$ cat src/rtl/vga_timing_pkg.sv
// Shared 640x480@60 timing constants and decoder state encoding.
// Edge positions assume the generator registers its syncs and the decoder samples them twice.
package vga_timing_pkg;

  localparam int H_DISPLAY     = 640;
  localparam int H_FRONT_PORCH = 16;
  localparam int H_SYNC_PULSE  = 96;
  localparam int H_TOTAL       = 800;
  localparam int V_DISPLAY     = 480;
  localparam int V_FRONT_PORCH = 10;
  localparam int V_SYNC_PULSE  = 2;
  localparam int V_TOTAL       = 525;

  // Generator output register plus the decoder's two sample flops put the edge at 658.
  localparam int H_EDGE_POS  = H_DISPLAY + H_FRONT_PORCH + 2;
  localparam int V_EDGE_POS  = V_DISPLAY + V_FRONT_PORCH;
  localparam int LOCK_FRAMES = 2;
  localparam int TIMEOUT     = 2 * H_TOTAL;

  typedef enum logic [1:0] {
    SEARCH  = 2'd0,
    ACQUIRE = 2'd1,
    LOCKED  = 2'd2
  } dec_state_e;

endpackage

$ cat src/rtl/sync_edge_detect.sv
// Two-flop sampler for an active-low sync input; flags the assertion (high-to-low) edge.
module sync_edge_detect (
  input  logic clk,
  input  logic reset,
  input  logic sync_in,
  output logic assert_edge
);

  logic s_q;
  logic s_qq;

  // Sample stage; resets to the deasserted level so reset never fakes an edge.
  always_ff @(posedge clk or posedge reset) begin
    if (reset) begin
      s_q  <= 1'b1;
      s_qq <= 1'b1;
    end else begin
      s_q  <= sync_in;
      s_qq <= s_q;
    end
  end

  assign assert_edge = !s_q && s_qq;

endmodule

$ cat src/rtl/vga_sync_decoder.sv
// Recovers pixel position from incoming hsync/vsync and tracks lock on line/frame periods.
// Optional: define VGA_DEC_FRAME_CNT_EN to add the frame_count output.
module vga_sync_decoder #(
  parameter int H_DISPLAY   = vga_timing_pkg::H_DISPLAY,
  parameter int H_TOTAL     = vga_timing_pkg::H_TOTAL,
  parameter int H_EDGE_POS  = vga_timing_pkg::H_EDGE_POS,
  parameter int V_DISPLAY   = vga_timing_pkg::V_DISPLAY,
  parameter int V_TOTAL     = vga_timing_pkg::V_TOTAL,
  parameter int V_EDGE_POS  = vga_timing_pkg::V_EDGE_POS,
  parameter int LOCK_FRAMES = vga_timing_pkg::LOCK_FRAMES,
  parameter int TIMEOUT     = vga_timing_pkg::TIMEOUT
) (
  input  logic        clk,
  input  logic        reset,
  input  logic        hsync_in,
  input  logic        vsync_in,
  output logic [9:0]  hpos,
  output logic [9:0]  vpos,
  output logic        display_on,
  output logic        locked,
  output logic        sync_err
`ifdef VGA_DEC_FRAME_CNT_EN
  ,
  output logic [15:0] frame_count
`endif
);

  import vga_timing_pkg::*;

  localparam logic [9:0]  H_LAST      = 10'(H_TOTAL - 1);
  localparam logic [9:0]  H_RELOAD    = (H_EDGE_POS + 1 >= H_TOTAL) ? 10'd0 : 10'(H_EDGE_POS + 1);
  localparam logic [9:0]  H_ACT       = 10'(H_DISPLAY);
  localparam logic [9:0]  V_LAST      = 10'(V_TOTAL - 1);
  localparam logic [9:0]  V_LOAD      = 10'(V_EDGE_POS);
  localparam logic [9:0]  V_ACT       = 10'(V_DISPLAY);
  localparam logic [11:0] LINE_LAST   = 12'(H_TOTAL - 1);
  localparam logic [11:0] TO_LAST     = 12'(TIMEOUT - 1);
  localparam logic [11:0] FRAME_LINES = 12'(V_TOTAL);
  localparam logic [3:0]  GOOD_LAST   = 4'(LOCK_FRAMES - 1);

  logic        hs_edge, vs_edge;
  logic [9:0]  h_cnt_q, h_cnt_d, v_cnt_q, v_cnt_d;
  logic [11:0] period_q, period_d;
  logic [10:0] frame_cnt_q, frame_cnt_d;
  logic        line_valid_q, line_valid_d;
  dec_state_e  state_q, state_d;
  logic [3:0]  good_cnt_q, good_cnt_d;
  logic        locked_q, locked_d;
  logic        sync_err_q, sync_err_d;
  logic [11:0] frame_lines_s;
  logic        frame_valid_s, bad_line_s, timeout_s, bad_frame_s, good_frame_s, fail_s;

  sync_edge_detect u_hs_edge (.clk(clk), .reset(reset), .sync_in(hsync_in), .assert_edge(hs_edge));
  sync_edge_detect u_vs_edge (.clk(clk), .reset(reset), .sync_in(vsync_in), .assert_edge(vs_edge));

  // Position counters and the line/frame period measurements.
  always_comb begin
    h_cnt_d = h_cnt_q;
    if (hs_edge) begin
      h_cnt_d = H_RELOAD;
    end else if (h_cnt_q == H_LAST) begin
      h_cnt_d = 10'd0;
    end else begin
      h_cnt_d = h_cnt_q + 10'd1;
    end

    v_cnt_d = v_cnt_q;
    if (vs_edge) begin
      v_cnt_d = V_LOAD;
    end else if (h_cnt_d == 10'd0) begin
      v_cnt_d = (v_cnt_q == V_LAST) ? 10'd0 : v_cnt_q + 10'd1;
    end else begin
      v_cnt_d = v_cnt_q;
    end

    period_d = period_q;
    if (hs_edge) begin
      period_d = 12'd0;
    end else if (period_q != 12'hFFF) begin
      period_d = period_q + 12'd1;
    end else begin
      period_d = period_q;
    end

    // A coincident hsync edge still belongs to the frame that is closing.
    frame_lines_s = {1'b0, frame_cnt_q} + {11'd0, hs_edge};
    frame_cnt_d   = frame_cnt_q;
    if (vs_edge) begin
      frame_cnt_d = 11'd0;
    end else if (hs_edge && (frame_cnt_q != 11'h7FF)) begin
      frame_cnt_d = frame_cnt_q + 11'd1;
    end else begin
      frame_cnt_d = frame_cnt_q;
    end
  end

  // Period checks and the SEARCH/ACQUIRE/LOCKED tracker.
  always_comb begin
    frame_valid_s = (state_q != SEARCH);
    bad_line_s    = hs_edge && line_valid_q && (period_q != LINE_LAST);
    // Timeout needs a reference edge, so an idle input does not pulse sync_err forever.
    timeout_s     = !hs_edge && line_valid_q && (period_q == TO_LAST);
    bad_frame_s   = vs_edge && frame_valid_s && (frame_lines_s != FRAME_LINES);
    good_frame_s  = vs_edge && frame_valid_s && (frame_lines_s == FRAME_LINES);
    fail_s        = bad_line_s || timeout_s || bad_frame_s;

    state_d      = state_q;
    good_cnt_d   = good_cnt_q;
    line_valid_d = line_valid_q;
    if (fail_s) begin
      state_d      = SEARCH;
      good_cnt_d   = 4'd0;
      line_valid_d = 1'b0;
    end else begin
      line_valid_d = line_valid_q || hs_edge;
      case (state_q)
        SEARCH: begin
          if (vs_edge) begin
            state_d    = ACQUIRE;
            good_cnt_d = 4'd0;
          end else begin
            state_d = SEARCH;
          end
        end
        ACQUIRE: begin
          if (good_frame_s) begin
            good_cnt_d = good_cnt_q + 4'd1;
            state_d    = (good_cnt_q == GOOD_LAST) ? LOCKED : ACQUIRE;
          end else begin
            state_d = ACQUIRE;
          end
        end
        LOCKED:  state_d = LOCKED;
        default: state_d = SEARCH;
      endcase
    end

    locked_d   = (state_d == LOCKED);
    sync_err_d = fail_s;
  end

  // State and counter registers.
  always_ff @(posedge clk or posedge reset) begin
    if (reset) begin
      h_cnt_q      <= 10'd0;
      v_cnt_q      <= 10'd0;
      period_q     <= 12'd0;
      frame_cnt_q  <= 11'd0;
      line_valid_q <= 1'b0;
      state_q      <= SEARCH;
      good_cnt_q   <= 4'd0;
      locked_q     <= 1'b0;
      sync_err_q   <= 1'b0;
    end else begin
      h_cnt_q      <= h_cnt_d;
      v_cnt_q      <= v_cnt_d;
      period_q     <= period_d;
      frame_cnt_q  <= frame_cnt_d;
      line_valid_q <= line_valid_d;
      state_q      <= state_d;
      good_cnt_q   <= good_cnt_d;
      locked_q     <= locked_d;
      sync_err_q   <= sync_err_d;
    end
  end

`ifdef VGA_DEC_FRAME_CNT_EN
  logic [15:0] frame_count_q, frame_count_d;

  // Good frames seen while already locked; wraps naturally at 16 bits.
  always_comb begin
    if (good_frame_s && !fail_s && (state_q == LOCKED)) begin
      frame_count_d = frame_count_q + 16'd1;
    end else begin
      frame_count_d = frame_count_q;
    end
  end

  // Frame counter register.
  always_ff @(posedge clk or posedge reset) begin
    if (reset) begin
      frame_count_q <= 16'd0;
    end else begin
      frame_count_q <= frame_count_d;
    end
  end

  assign frame_count = frame_count_q;
`endif

  assign hpos       = h_cnt_q;
  assign vpos       = v_cnt_q;
  assign locked     = locked_q;
  assign sync_err   = sync_err_q;
  assign display_on = locked_q && (h_cnt_q < H_ACT) && (v_cnt_q < V_ACT);

endmodule
$ cat config.mk
export PLATFORM = sky130hd
export DESIGN_NAME = vga_sync_decoder
export DESIGN_NICKNAME = d
export VERILOG_FILES = /design/src/rtl/vga_timing_pkg.sv /design/src/rtl/sync_edge_detect.sv /design/src/rtl/vga_sync_decoder.sv
export SDC_FILE = /design/constraint.sdc
export NUM_CORES = 1
export LEC_CHECK = 0
export BUFFER_PORTS_ARGS = -buffer_cell sky130_fd_sc_hd__buf_2
export CORE_MARGIN = 2
export CORE_UTILIZATION = 45
export CTS_CLUSTER_SIZE = 30
export DETAILED_ROUTE_END_ITERATION = 10
export MAX_ROUTING_LAYER = met4
export PLACE_DENSITY = 0.65
export SYNTH_ARGS = -nofsm -noshare
export SYNTH_HDL_FRONTEND = slang
export SYNTH_SLANG_ARGS = --single-unit
$ cat constraint.sdc
create_clock -name clk -period 4.4 [get_ports clk]
set_input_delay 0.22 -clock clk [delete_from_list [all_inputs] [get_ports clk]]
set_output_delay 0.22 -clock clk [all_outputs]
set_load 0.01 [all_outputs]
==> results of run 1 <==
-- critical path: stages (launching register included) --
cell and delay (ns):
dfstp_2 0.53, nand2b_1 0.05, buf_4 0.17, inv_1 0.40, ha_1 0.34, ha_1 0.26, a21oi_1 0.14, o211a_1 0.16
o2111ai_1 0.17, a211oi_1 0.57, nor2_1 0.09, a32o_1 0.27
-- worst max path at each step --
stage	endpoint	slack (ns)	cells past startpoint
6_report	good_cnt_q[1]	1.14	11
5_1_grt	good_cnt_q[1]	0.81	11
4_1_cts	good_cnt_q[1]	1.12	11
3_5_place_dp	good_cnt_q[1]	1.16	11
3_3_place_gp	good_cnt_q[1]	1.32	11
2_1_floorplan	good_cnt_q[1]	1.45	12
-- layout make-up --
| class | count | area [um^2] | area share, % |
|---|---|---|---|
| Clock buffer | 6 | 82.6 | 2.37 |
| Clock inverter | 2 | 15.0 | 0.430 |
| Inverter | 12 | 45.0 | 1.29 |
| Multi-Input combinational cell | 252 | 1650 | 47.2 |
| Sequential cell | 56 | 1410 | 40.3 |
| Tap cell | 96 | 120 | 3.44 |
| Timing Repair Buffer | 31 | 173 | 4.95 |
-- cell usage in the layout, fill, tap and decap left out, types with 3 or more instances in the layout --
| master | instances |
|---|---|
| nor2_1 | 34 |
| nor3_1 | 9 |
| nand2b_1 | 5 |
| xnor2_1 | 8 |
| ha_1 | 10 |
| nand3_1 | 23 |
| o311ai_1 | 5 |
| or3_1 | 8 |
| buf_2 | 26 |
| or4_1 | 3 |
| a41oi_1 | 3 |
| buf_4 | 3 |
| and3_1 | 4 |
| a31oi_1 | 3 |
| nand2_1 | 22 |
| o41ai_1 | 4 |
| dfstp_2 | 4 |
| nand4_1 | 10 |
| o21ai_0 | 13 |
| mux2i_1 | 3 |
| clkbuf_8 | 6 |
| and2_1 | 3 |
| a21oi_1 | 15 |
| nor4_1 | 5 |
| o31ai_1 | 5 |
| inv_1 | 10 |
| dfrtp_1 | 52 |
| xor2_1 | 11 |
| nor2b_1 | 6 |
-- registers in the layout, summed over array words and instances (netlist names) --
name and flops:
period_q 12, frame_cnt_q 11, hpos 10, vpos 10, good_cnt_q 4, state_q 2
line_valid_q 1, locked 1, sync_err 1, u_hs_edge.s_q 1, u_hs_edge.s_qq 1, u_vs_edge.s_q 1
u_vs_edge.s_qq 1
-- logic make-up (layout without fill, tap and decap cells) --
group,Yosys count,count (layout),share of synthesized area [%]
fa+ha+maj,10,10,3.97
compound gates,71,71,16.7
simple gates,149,149,25.4
xor+xnor,19,19,5.27
mux,3,3,0.952
buf+inv,24,51,3.21
flops,56,56,44.6
-- through the flow --
| step | setup slack [ns] | hold slack, ns | util [%] |
|---|---|---|---|
| after floorplan | 1.45 | 0.224 | - |
| after global placement | 1.32 | 0.325 | 49.6 |
| after detailed placement | 1.16 | 0.331 | 49.6 |
| after CTS | 1.12 | 0.119 | 51.4 |
| after global routing | 0.811 | 0.140 | 51.4 |
| final | 1.14 | 0.0734 | 51.4 |
-- where the power goes --
| group | switching, mW | leakage, nW | internal, mW |
|---|---|---|---|
| registers | 0.0718 | 0.702 | 0.561 |
| logic | 0.144 | 0.676 | 0.0982 |
| clock network | 0.175 | 0.0434 | 0.128 |
-- per-layer routing --
| layer | track usage [%] | vias to the layer above | routed length (um) |
|---|---|---|---|
| li1 | - | 1289 | - |
| met1 | 24.0 | 1284 | 3170 |
| met2 | 30.4 | 48 | 3170 |
| met3 | 3.11 | 4 | 194 |
| met4 | 4.62 | 0 | 62 |
| met5 | - | - | 0 |
==> metrics.md, run 1 <==
| Metric | Value |
|---|---|
| Vias | 2625 |
| Area contributors post-synth | dfrtp_1, nor2_1, ha_1 |
| Synth cell count leaders | dfrtp_1, nor2_1, nand3_1, nand2_1, a21oi_1 |
| Clock-pin slew on the worst setup and hold paths | 0.11 ns |
| Die area | 7700 um^2 |
| Post-Place Cell Area | 3370 um^2 |
| Aggregate routed wire length | 6.59 mm |
| Die W | 87.7 um |
| Post-cts gate resize count | 0 |
| CP endpoint kind | register |
| Relative slew slack | 52.7% |
| Port Buffer Count | 26 |
| Clock Latency Late Sink | 0.32 ns |
| Largest area contributor in the synthesized netlist | dfrtp_1 |
| FP Rows | 30 |
| Final setup TNS | 0 ns |
| Fraction of layout cells with a size suffix above 1 | 15.0% |
| DR WL/cell | 14.5 um |
| Sequential-to-total area share from yosys stat | 44.6% |
| Max frequency | 307 MHz |
| #FFs+latches synth | 56 |
| Antenna violations before repair | 0 |
| Clk sink count | 56 |
| Clk root buf | clkbuf_8 |
| Data arrival, critical path | 3.46 ns |
| H-tree level count | 2 |
| Reg2reg path depth | 11 |
| Measured slew at the worst slew-check pin | 0.710 ns |
| RR Endpoint | good_cnt_q[1] |
| Initial Util | 46.4% |
| R2R Setup Slk | 1.14 ns |
| Post-cts hold buffer count | 2 |
| Final Cycle Share | 74.1% |
| Worst Setup SP | u_hs_edge.s_qq |
| Die Ht | 87.7 um |
| Post-CTS Setup Inserts | 0 |
| CTS tree | yes |
| Worst EP required | 4.60 ns |
| Syn-to-layout area delta | 10.6% |
| Critical Path Fanout Max | 16 |
| Leakage | 1.42 nW |
| Number of global-route vias before repair | 2408 |
| Gate Count Post-Synth | 332 |
| Layout filler cell count | 633 |
| Ys async rst share | 100% |
| Layout Skew | 0.0135 ns |
| Vias/cell | 5.77 |
| Remaining antenna violation count | 0 |
| Largest net degree at the start of global routing | 57 |
| Post-DP HPWL | 4.51 mm |
| Remaining Overflow, GRT | 0 |
| Peak VDD IR | 0.144 mV |
| Max Root-Sink Buffers | 2 |
| First-pass GRT wire length | 11.1 mm |
| Total clock buffers created by CTS | 5 |
| Worst Setup Start Kind | register |
| Core area | 6790 um^2 |
| Top-count cell post-synth | dfrtp_1 |
| DR DRC count | 0 |
| Count of different cell masters after synthesis | 60 |
| Finished layout cell area | 3490 um^2 |
| Worst R2R Start | u_hs_edge.s_qq |
| Cells after DPL | 445 |
| Main synth FF type | dfrtp_1 |
| Power Density | 338 nW/um^2 |
| RSZ-0062 raised after global routing | false |
| Number of synthesized flops with an enable pin | 0 |
| Status | finished, final reports clean |
| Drt pass-1 iters | 4 |
| YS warnings | 0 |
| Mapped Area | 3160 um^2 |
| Initial DRC Count | 110 |
| Top cell type's share of synthesized area | 41.2% |
| Placer Congestion | 0.877 |
| Post-layout minimum cycle time | 3.26 ns |
| Hold Path Class | in -> async |
| Crit Path Class | reg -> reg |
| Nets | 372 |
| Final setup fails | 0 |
| Number of diodes | 0 |
| Max Slew Vio Count | 0 |
| Fin. Hold Viols | 0 |
| Fin cells | 455 |
| Total chip power | 1.18 mW |
| Max-Cap Viols | 0 |
| I/O Pins | 27 |
| GR Util All Layers | 18.6% |
| Syn Nets | 346 |
| Post-Syn Area per Cell | 9.50 um^2 |
No activity file was read; power rests on OpenSTA's default activity.
==> run 2, diff against run 1 <==
==> constraint.sdc (replaced) <==
create_clock -name clk -period 3 [get_ports clk]
set_input_delay 0.15 -clock clk [delete_from_list [all_inputs] [get_ports clk]]
set_output_delay 0.15 -clock clk [all_outputs]
set_load 0.01 [all_outputs]
==> run 2 against run 1 <==
Net effect: hold slack better by 0.30 ns; setup slack got worse by 0.83 ns; largest power group unchanged; largest cell class unchanged; clock skew about the same; wire length grew 0.79%; flip-flop and latch count did not move; die area did not move; clock-buffer cell count unchanged; fmax grew 21%; register-to-register slack worse by 0.83 ns; critical endpoint is now vpos[7]; sequential share of layout area fell by 0.71 points; via count is 1.7% higher; critical path depth decreased by 4.
==> metrics.md, run 2 (synthesis results as in run 1) <==
| Metric | Value |
|---|---|
| Layout filler cell count | 658 (was 633) |
| Final setup fails | 0 (unchanged) |
| Grt met2 use | 29.3% (was 30.4%) |
| Placer Congestion | 0.868 (was 0.877) |
| Die Ht | 87.7 um (unchanged) |
| Critical Path Fanout Max | 9 (was 16) |
| Fraction of layout cells with a size suffix above 1 | 16.6% (was 15.0%) |
| Layout Skew | 0.0131 ns (was 0.0135 ns) |
| DR WL/cell | 14.4 um (was 14.5 um) |
| RSZ-0062 raised after global routing | false (unchanged) |
| Nets | 380 (was 372) |
| Remaining antenna violation count | 0 (unchanged) |
| Final setup TNS | 0 ns (unchanged) |
| Vias/cell | 5.76 (was 5.77) |
| Largest net degree at the start of global routing | 33 (was 57) |
| Worst EP required | 3.18 ns (was 4.60 ns) |
| Max Slew Vio Count | 0 (unchanged) |
| Measured slew at the worst slew-check pin | 0.681 ns (was 0.710 ns) |
| Slowest-stage cell, CP | or3_1 (was a211oi_1) |
| Post-Place Cell Area | 3410 um^2 (was 3370 um^2) |
| Data arrival, critical path | 2.87 ns (was 3.46 ns) |
| Leakage | 1.46 nW (was 1.42 nW) |
| Busiest metal layer after global routing | met2 (unchanged) |
| Post-layout worst setup margin | 0.311 ns (was 1.14 ns) |
| I/O Pins | 27 (unchanged) |
| Fin. Hold Viols | 0 (unchanged) |
| Die W | 87.7 um (unchanged) |
| Clk sink count | 56 (unchanged) |
| CP top delay family | compound AO/OA/AOI/OAI gates (unchanged) |
| Clk root buf | clkbuf_8 (unchanged) |
| H-tree level count | 2 (unchanged) |
| GR Util All Layers | 18.7% (was 18.6%) |
| Largest Register | period_q (unchanged) |
| Post-layout minimum cycle time | 2.69 ns (was 3.26 ns) |
| Worst Setup Start Kind | register (unchanged) |
| Drt pass-1 iters | 4 (unchanged) |
| GR Util met3 | 3.49% (was 3.11%) |
| Max frequency | 372 MHz (was 307 MHz) |
| Largest regs | period_q x12, frame_cnt_q x11 (unchanged) |
| Max FFs per register | 12 (unchanged) |
| Status | finished, final reports clean (unchanged) |
| Most frequent cells in the layout | dfrtp_1, nor2_1, buf_2 (unchanged) |
| Port Buffer Count | 26 (unchanged) |
| FP Rows | 30 (unchanged) |
| CP endpoint kind | register (unchanged) |
| Initial DRC Count | 176 (was 110) |
| First-pass GRT wire length | 11.2 mm (was 11.1 mm) |
| Worst hold slack | 0.369 ns (was 0.0734 ns) |
| Antenna violations before repair | 0 (unchanged) |
| Max Root-Sink Buffers | 2 (unchanged) |
| CTS tree | yes (unchanged) |
| Final Cycle Share | 89.6% (was 74.1%) |
| Number of diodes | 0 (unchanged) |
| Total clock buffers created by CTS | 5 (unchanged) |
| Relative slew slack | 54.5% (was 52.7%) |
| Die area | 7700 um^2 (unchanged) |
| Crit Path Class | reg -> reg (unchanged) |
| CP cell instances | ha_1, nand4_2, o31ai_1, nand3b_1, or3_1, o41ai_1, o311ai_1 (was nand2b_1, buf_4, inv_1, ha_1, ha_1, a21oi_1, o211a_1, o2111ai_1, a211oi_1, nor2_1, a32o_1) |
| Finished layout cell area | 3550 um^2 (was 3490 um^2) |
| Commonest non-fill, non-tap cell in the layout | dfrtp_1 (unchanged) |
| R2R Setup Slk | 0.31 ns (was 1.14 ns) |
| Met1 GRT Util | 25.1% (was 24.0%) |
| Hold Path Class | reg -> reg (was in -> async) |
| Max-Cap Viols | 0 (unchanged) |
| Crit path buffers/inverters | 0 (was 2) |
| Remaining Overflow, GRT | 0 (unchanged) |
| Clock Latency Late Sink | 0.32 ns (about the same) |
| Peak VDD IR | 0.191 mV (was 0.144 mV) |
| Layout Utilization | 52.3% (was 51.4%) |
| DR DRC count | 0 (unchanged) |
| CP max stage delay | 0.50 ns (was 0.57 ns) |
| Reg2reg path depth | 7 (was 11) |
| Post-DP HPWL | 4.64 mm (was 4.51 mm) |
| Initial Util | 46.4% (unchanged) |
| Worst Hold Depth | 0 |
| Vias | 2669 (was 2625) |
| Pre-CTS setup slack | 0.293 ns (was 1.16 ns) |
| Core area | 6790 um^2 (unchanged) |
| Power Density | 490 nW/um^2 (was 338 nW/um^2) |
| Number of global-route vias before repair | 2364 (was 2408) |
| Clock-pin slew on the worst setup and hold paths | 0.11 ns (about the same) |
| WP depth | 7 (was 11) |
| Syn-to-layout area delta | 12.6% (was 10.6%) |
| Aggregate routed wire length | 6.65 mm (was 6.59 mm) |
run 2: cell types whose count changed in the layout (fill, tap and decap cells not counted), sizes merged:
| cell | delta |
|---|---|
| buf | +7 |
| dlygate4sd3 | +1 |
run 2: final timing paths:
| check | start | to |
|---|---|---|
| setup / recovery | hpos[0] | vpos[7] |
| hold / removal | u_hs_edge.s_q | u_hs_edge.s_qq |
| setup reg to reg | hpos[0] | vpos[7] |
| hold reg to reg | u_hs_edge.s_q | u_hs_edge.s_qq |
| max in group asynchronous | reset | u_hs_edge.s_qq |
| min in group asynchronous | reset | vpos[3] |
run 2: power breakdown:
group	internal (mW)	total [mW]	switching (mW)
Clock	0.188	0.441	0.253
Sequential	0.823	0.931	0.107
Combinational	0.150	0.368	0.217
run 2: cell type report:
class,count,area (um^2),area share [%]
Multi-Input combinational cell,252,1650,46.4
Sequential cell,56,1410,39.6
Timing Repair Buffer,39,235,6.62
Tap cell,96,120,3.38
Clock buffer,6,82.6,2.32
Inverter,12,45.0,1.27
Clock inverter,2,15.0,0.423
run 2: metal layers:
layer / routed length [um] / vias up
met5: 0 / -
met4: 74 / 0
met3: 229 / 7
met2: 3100 / 55
met1: 3240 / 1302
li1: - / 1305
run 2: repair_timing:
item                       4_1_cts  5_1_grt
hold buffers                     3        0
hold endpoints to repair        32        0
gates resized for setup          0        0
setup buffers                    0        2
setup endpoints to repair        0        1
run 2: worst register-to-register path, delay by kind of cell (launching register included):
| family | cells | cell delay, ns |
|---|---|---|
| and+or+nand+nor | 3 | 0.87 |
| DFF | 1 | 0.45 |
| AOI/OAI and AO/OA | 3 | 0.94 |
| adders and majority gates | 1 | 0.30 |
run 2: per-stage QoR:
step                      total power, mW  cells
after detailed placement             1.31    450
after floorplan                      1.19    332
after global placement               1.30    450
after global routing                 1.86    463
after CTS                            1.75    461
final                                1.74    463
==> run 3, diff against run 2 <==
--- a/config.mk
+++ b/config.mk
@@ -5,7 +5,7 @@
 export SDC_FILE = /design/constraint.sdc
 export NUM_CORES = 1
 export LEC_CHECK = 0
-export BUFFER_PORTS_ARGS = -buffer_cell sky130_fd_sc_hd__buf_2
+export BUFFER_PORTS_ARGS = -buffer_cell sky130_fd_sc_hd__buf_4
 export CORE_MARGIN = 2
 export CORE_UTILIZATION = 45
 export CTS_CLUSTER_SIZE = 30
==> constraint.sdc (replaced) <==
create_clock -name clk -period 3.1 [get_ports clk]
set_input_delay 0.155 -clock clk [delete_from_list [all_inputs] [get_ports clk]]
set_output_delay 0.155 -clock clk [all_outputs]
set_load 0.01 [all_outputs]
==> run 3 against run 2 <==
Net effect: utilization up 0.83 points; non-clock buffer count down 5; global-route usage up 0.14 points; clock-buffer cell count up 1; setup slack better by 0.028 ns; combinational power about the same.
==> metrics.md, run 3 (synthesis results as in run 1) <==
| Metric | Value |
|---|---|
| Status | finished, final reports clean (unchanged) |
| Post-cts gate resize count | 0 (unchanged) |
| Remaining Overflow, GRT | 0 (unchanged) |
| Post-layout minimum cycle time | 2.76 ns (was 2.69 ns) |
| Leakage | 1.48 nW (was 1.46 nW) |
| Antenna violations before repair | 0 (unchanged) |
| Max Root-Sink Buffers | 2 (unchanged) |
| FP Rows | 30 (unchanged) |
| Final setup fails | 0 (unchanged) |
| Number of global-route vias before repair | 2383 (was 2364) |
| RSZ-0062 raised after global routing | false (unchanged) |
| Uppermost layer routed | met4 (unchanged) |
| Worst R2R Start | hpos[0] (unchanged) |
| Slowest-stage cell, CP | dfrtp_1 (was or3_1) |
| Nets | 375 (was 380) |
| Relative slew slack | 58.8% (was 54.5%) |
| Largest net degree at the start of global routing | 37 (was 33) |
| Commonest non-fill, non-tap cell in the layout | dfrtp_1 (unchanged) |
| Die area | 7700 um^2 (unchanged) |
| DR WL met3 | 246 um (was 229 um) |
| R2R Setup Slk | 0.34 ns (was 0.31 ns) |
| Worst EP required | 3.30 ns (was 3.18 ns) |
| Met2 wire length | 2.97 mm (was 3.10 mm) |
| Hold Path Class | reg -> reg (unchanged) |
| First-pass GRT wire length | 11.3 mm (was 11.2 mm) |
| Clock-pin slew on the worst setup and hold paths | 0.10 ns (was 0.11 ns) |
| Port Buffer Count | 26 (unchanged) |
| Worst Hold Depth | 0 (unchanged) |
| Max frequency | 362 MHz (was 372 MHz) |
| Measured slew at the worst slew-check pin | 0.612 ns (was 0.681 ns) |
| Max FFs per register | 12 (unchanged) |
| Remaining antenna violation count | 0 (unchanged) |
| Clk sink count | 56 (unchanged) |
| Post-CTS Setup Inserts | 0 (unchanged) |
| Critical Path Fanout Max | 7 (was 9) |
| Clk root buf | clkbuf_8 (unchanged) |
| Layout filler cell count | 634 (was 658) |
| CP cell instances | ha_1, nand4_2, o31ai_1, nand3b_1, nor3_1, nand3_1, o31a_1 (was ha_1, nand4_2, o31ai_1, nand3b_1, or3_1, o41ai_1, o311ai_1) |
| CP max stage delay | 0.45 ns (was 0.50 ns) |
| Max Slew Vio Count | 0 (unchanged) |
| Peak VDD IR | 0.295 mV (was 0.191 mV) |
| Syn-to-layout area delta | 14.4% (was 12.6%) |
| Fin. Hold Viols | 0 (unchanged) |
| DR WL/cell | 14.1 um (was 14.4 um) |
| Largest regs | period_q x12, frame_cnt_q x11 (unchanged) |
| I/O Pins | 27 (unchanged) |
| Initial Util | 46.4% (unchanged) |
| Vias/cell | 5.69 (was 5.76) |
| Final Cycle Share | 89.1% (was 89.6%) |
| Vias | 2604 (was 2669) |
| Fraction of layout cells with a size suffix above 1 | 15.5% (was 16.6%) |
| Setup crit end | vpos[5] (was vpos[7]) |
| Crit Path Class | reg -> reg (unchanged) |
| Met1 WL | 3.19 mm (was 3.24 mm) |
| Total clock buffers created by CTS | 5 (unchanged) |
| Drt pass-1 iters | 4 (unchanged) |
| Die Ht | 87.7 um (unchanged) |
| DR DRC count | 0 (unchanged) |
| Worst Setup Start Kind | register (unchanged) |
| Initial DRC Count | 147 (was 176) |
| GR Util All Layers | 18.8% (was 18.7%) |
| Clock Latency Late Sink | 0.31 ns (was 0.32 ns) |
| Final setup TNS | 0 ns (unchanged) |
| Die W | 87.7 um (unchanged) |
| Post-DP HPWL | 4.57 mm (was 4.64 mm) |
| Reg2reg path depth | 7 (unchanged) |
| Number of diodes | 0 (unchanged) |
| Most frequent cells in the layout | dfrtp_1, nor2_1, buf_4 (was dfrtp_1, nor2_1, buf_2) |
| Layout Skew | 0.0141 ns (was 0.0131 ns) |
| Worst hold slack | 0.367 ns (was 0.369 ns) |
| Largest Register | period_q (unchanged) |
| Worst Setup SP | hpos[0] (unchanged) |
| Max-Cap Viols | 0 (unchanged) |
| Power Density | 493 nW/um^2 (was 490 nW/um^2) |
| RR Endpoint | vpos[5] (was vpos[7]) |
| Data arrival, critical path | 2.97 ns (was 2.87 ns) |
| H-tree level count | 2 (unchanged) |
| Placer Congestion | 0.821 (was 0.868) |
| Core area | 6790 um^2 (unchanged) |
| CTS tree | yes (unchanged) |
| Aggregate routed wire length | 6.48 mm (was 6.65 mm) |
| CP endpoint kind | register (unchanged) |
-- run 3: where the power goes --
| group | internal (mW) | leakage, nW | switching [mW] |
|---|---|---|---|
| clock network | 0.285 | 0.0645 | 0.227 |
| registers | 0.797 | 0.702 | 0.104 |
| logic | 0.160 | 0.711 | 0.206 |
| total | 1.24 | 1.48 | 0.537 |
-- run 3: what timing repair did --
action                     in CTS  in global routing
setup endpoints to repair       0                  0
hold endpoints to repair       20                  0
hold buffers                    3                  0
-- run 3: final cells by class --
type,instances,area [um^2],share of cell area [%]
inverters,12,45.0,1.25
clock buffers,7,96.3,2.67
flip-flops and latches,56,1410,39.0
clock inverters,1,30.0,0.832
multi-input cells,252,1650,45.7
repair buffers,34,263,7.28
well taps,96,120,3.33
-- run 3: routing by layer --
metal | vias up | track usage, %
met5 | - | -
met4 | 0 | 6.01
met3 | 6 | 2.36
met2 | 63 | 28.4
met1 | 1240 | 26.4
li1 | 1295 | -
-- run 3: worst max-delay path: cells and delay by family (launching register included) --
family                     cells  cell delay (ns)
DFF                            1             0.45
adders and majority gates      1             0.31
and+or+nand+nor                4             1.15
AOI/OAI and AO/OA              2             0.76
-- run 3: worst min-delay path by stage --
stage | from | end | slack, ns
after floorplan | hsync_in | u_hs_edge.s_q | 0.16
after global placement | reset | vpos[0] | 0.21
after detailed placement | reset | vpos[0] | 0.20
after CTS | u_hs_edge.s_q | u_hs_edge.s_qq | 0.37
after global routing | u_hs_edge.s_q | u_hs_edge.s_qq | 0.38
final | u_hs_edge.s_q | u_hs_edge.s_qq | 0.37
-- run 3: per-stage QoR --
step           worst slack [ns]  instance area [um^2]  utilization [%]  std cells  power, mW
2_1_floorplan             0.148                  3160                -        332       1.15
3_3_place_gp              0.451                  3450             50.8        447       1.27
3_5_place_dp              0.414                  3450             50.8        447       1.28
4_1_cts                   0.386                  3610             53.1        458       1.80
5_1_grt                   0.125                  3610             53.1        458       1.89
6_report                  0.339                  3610             53.1        458       1.78
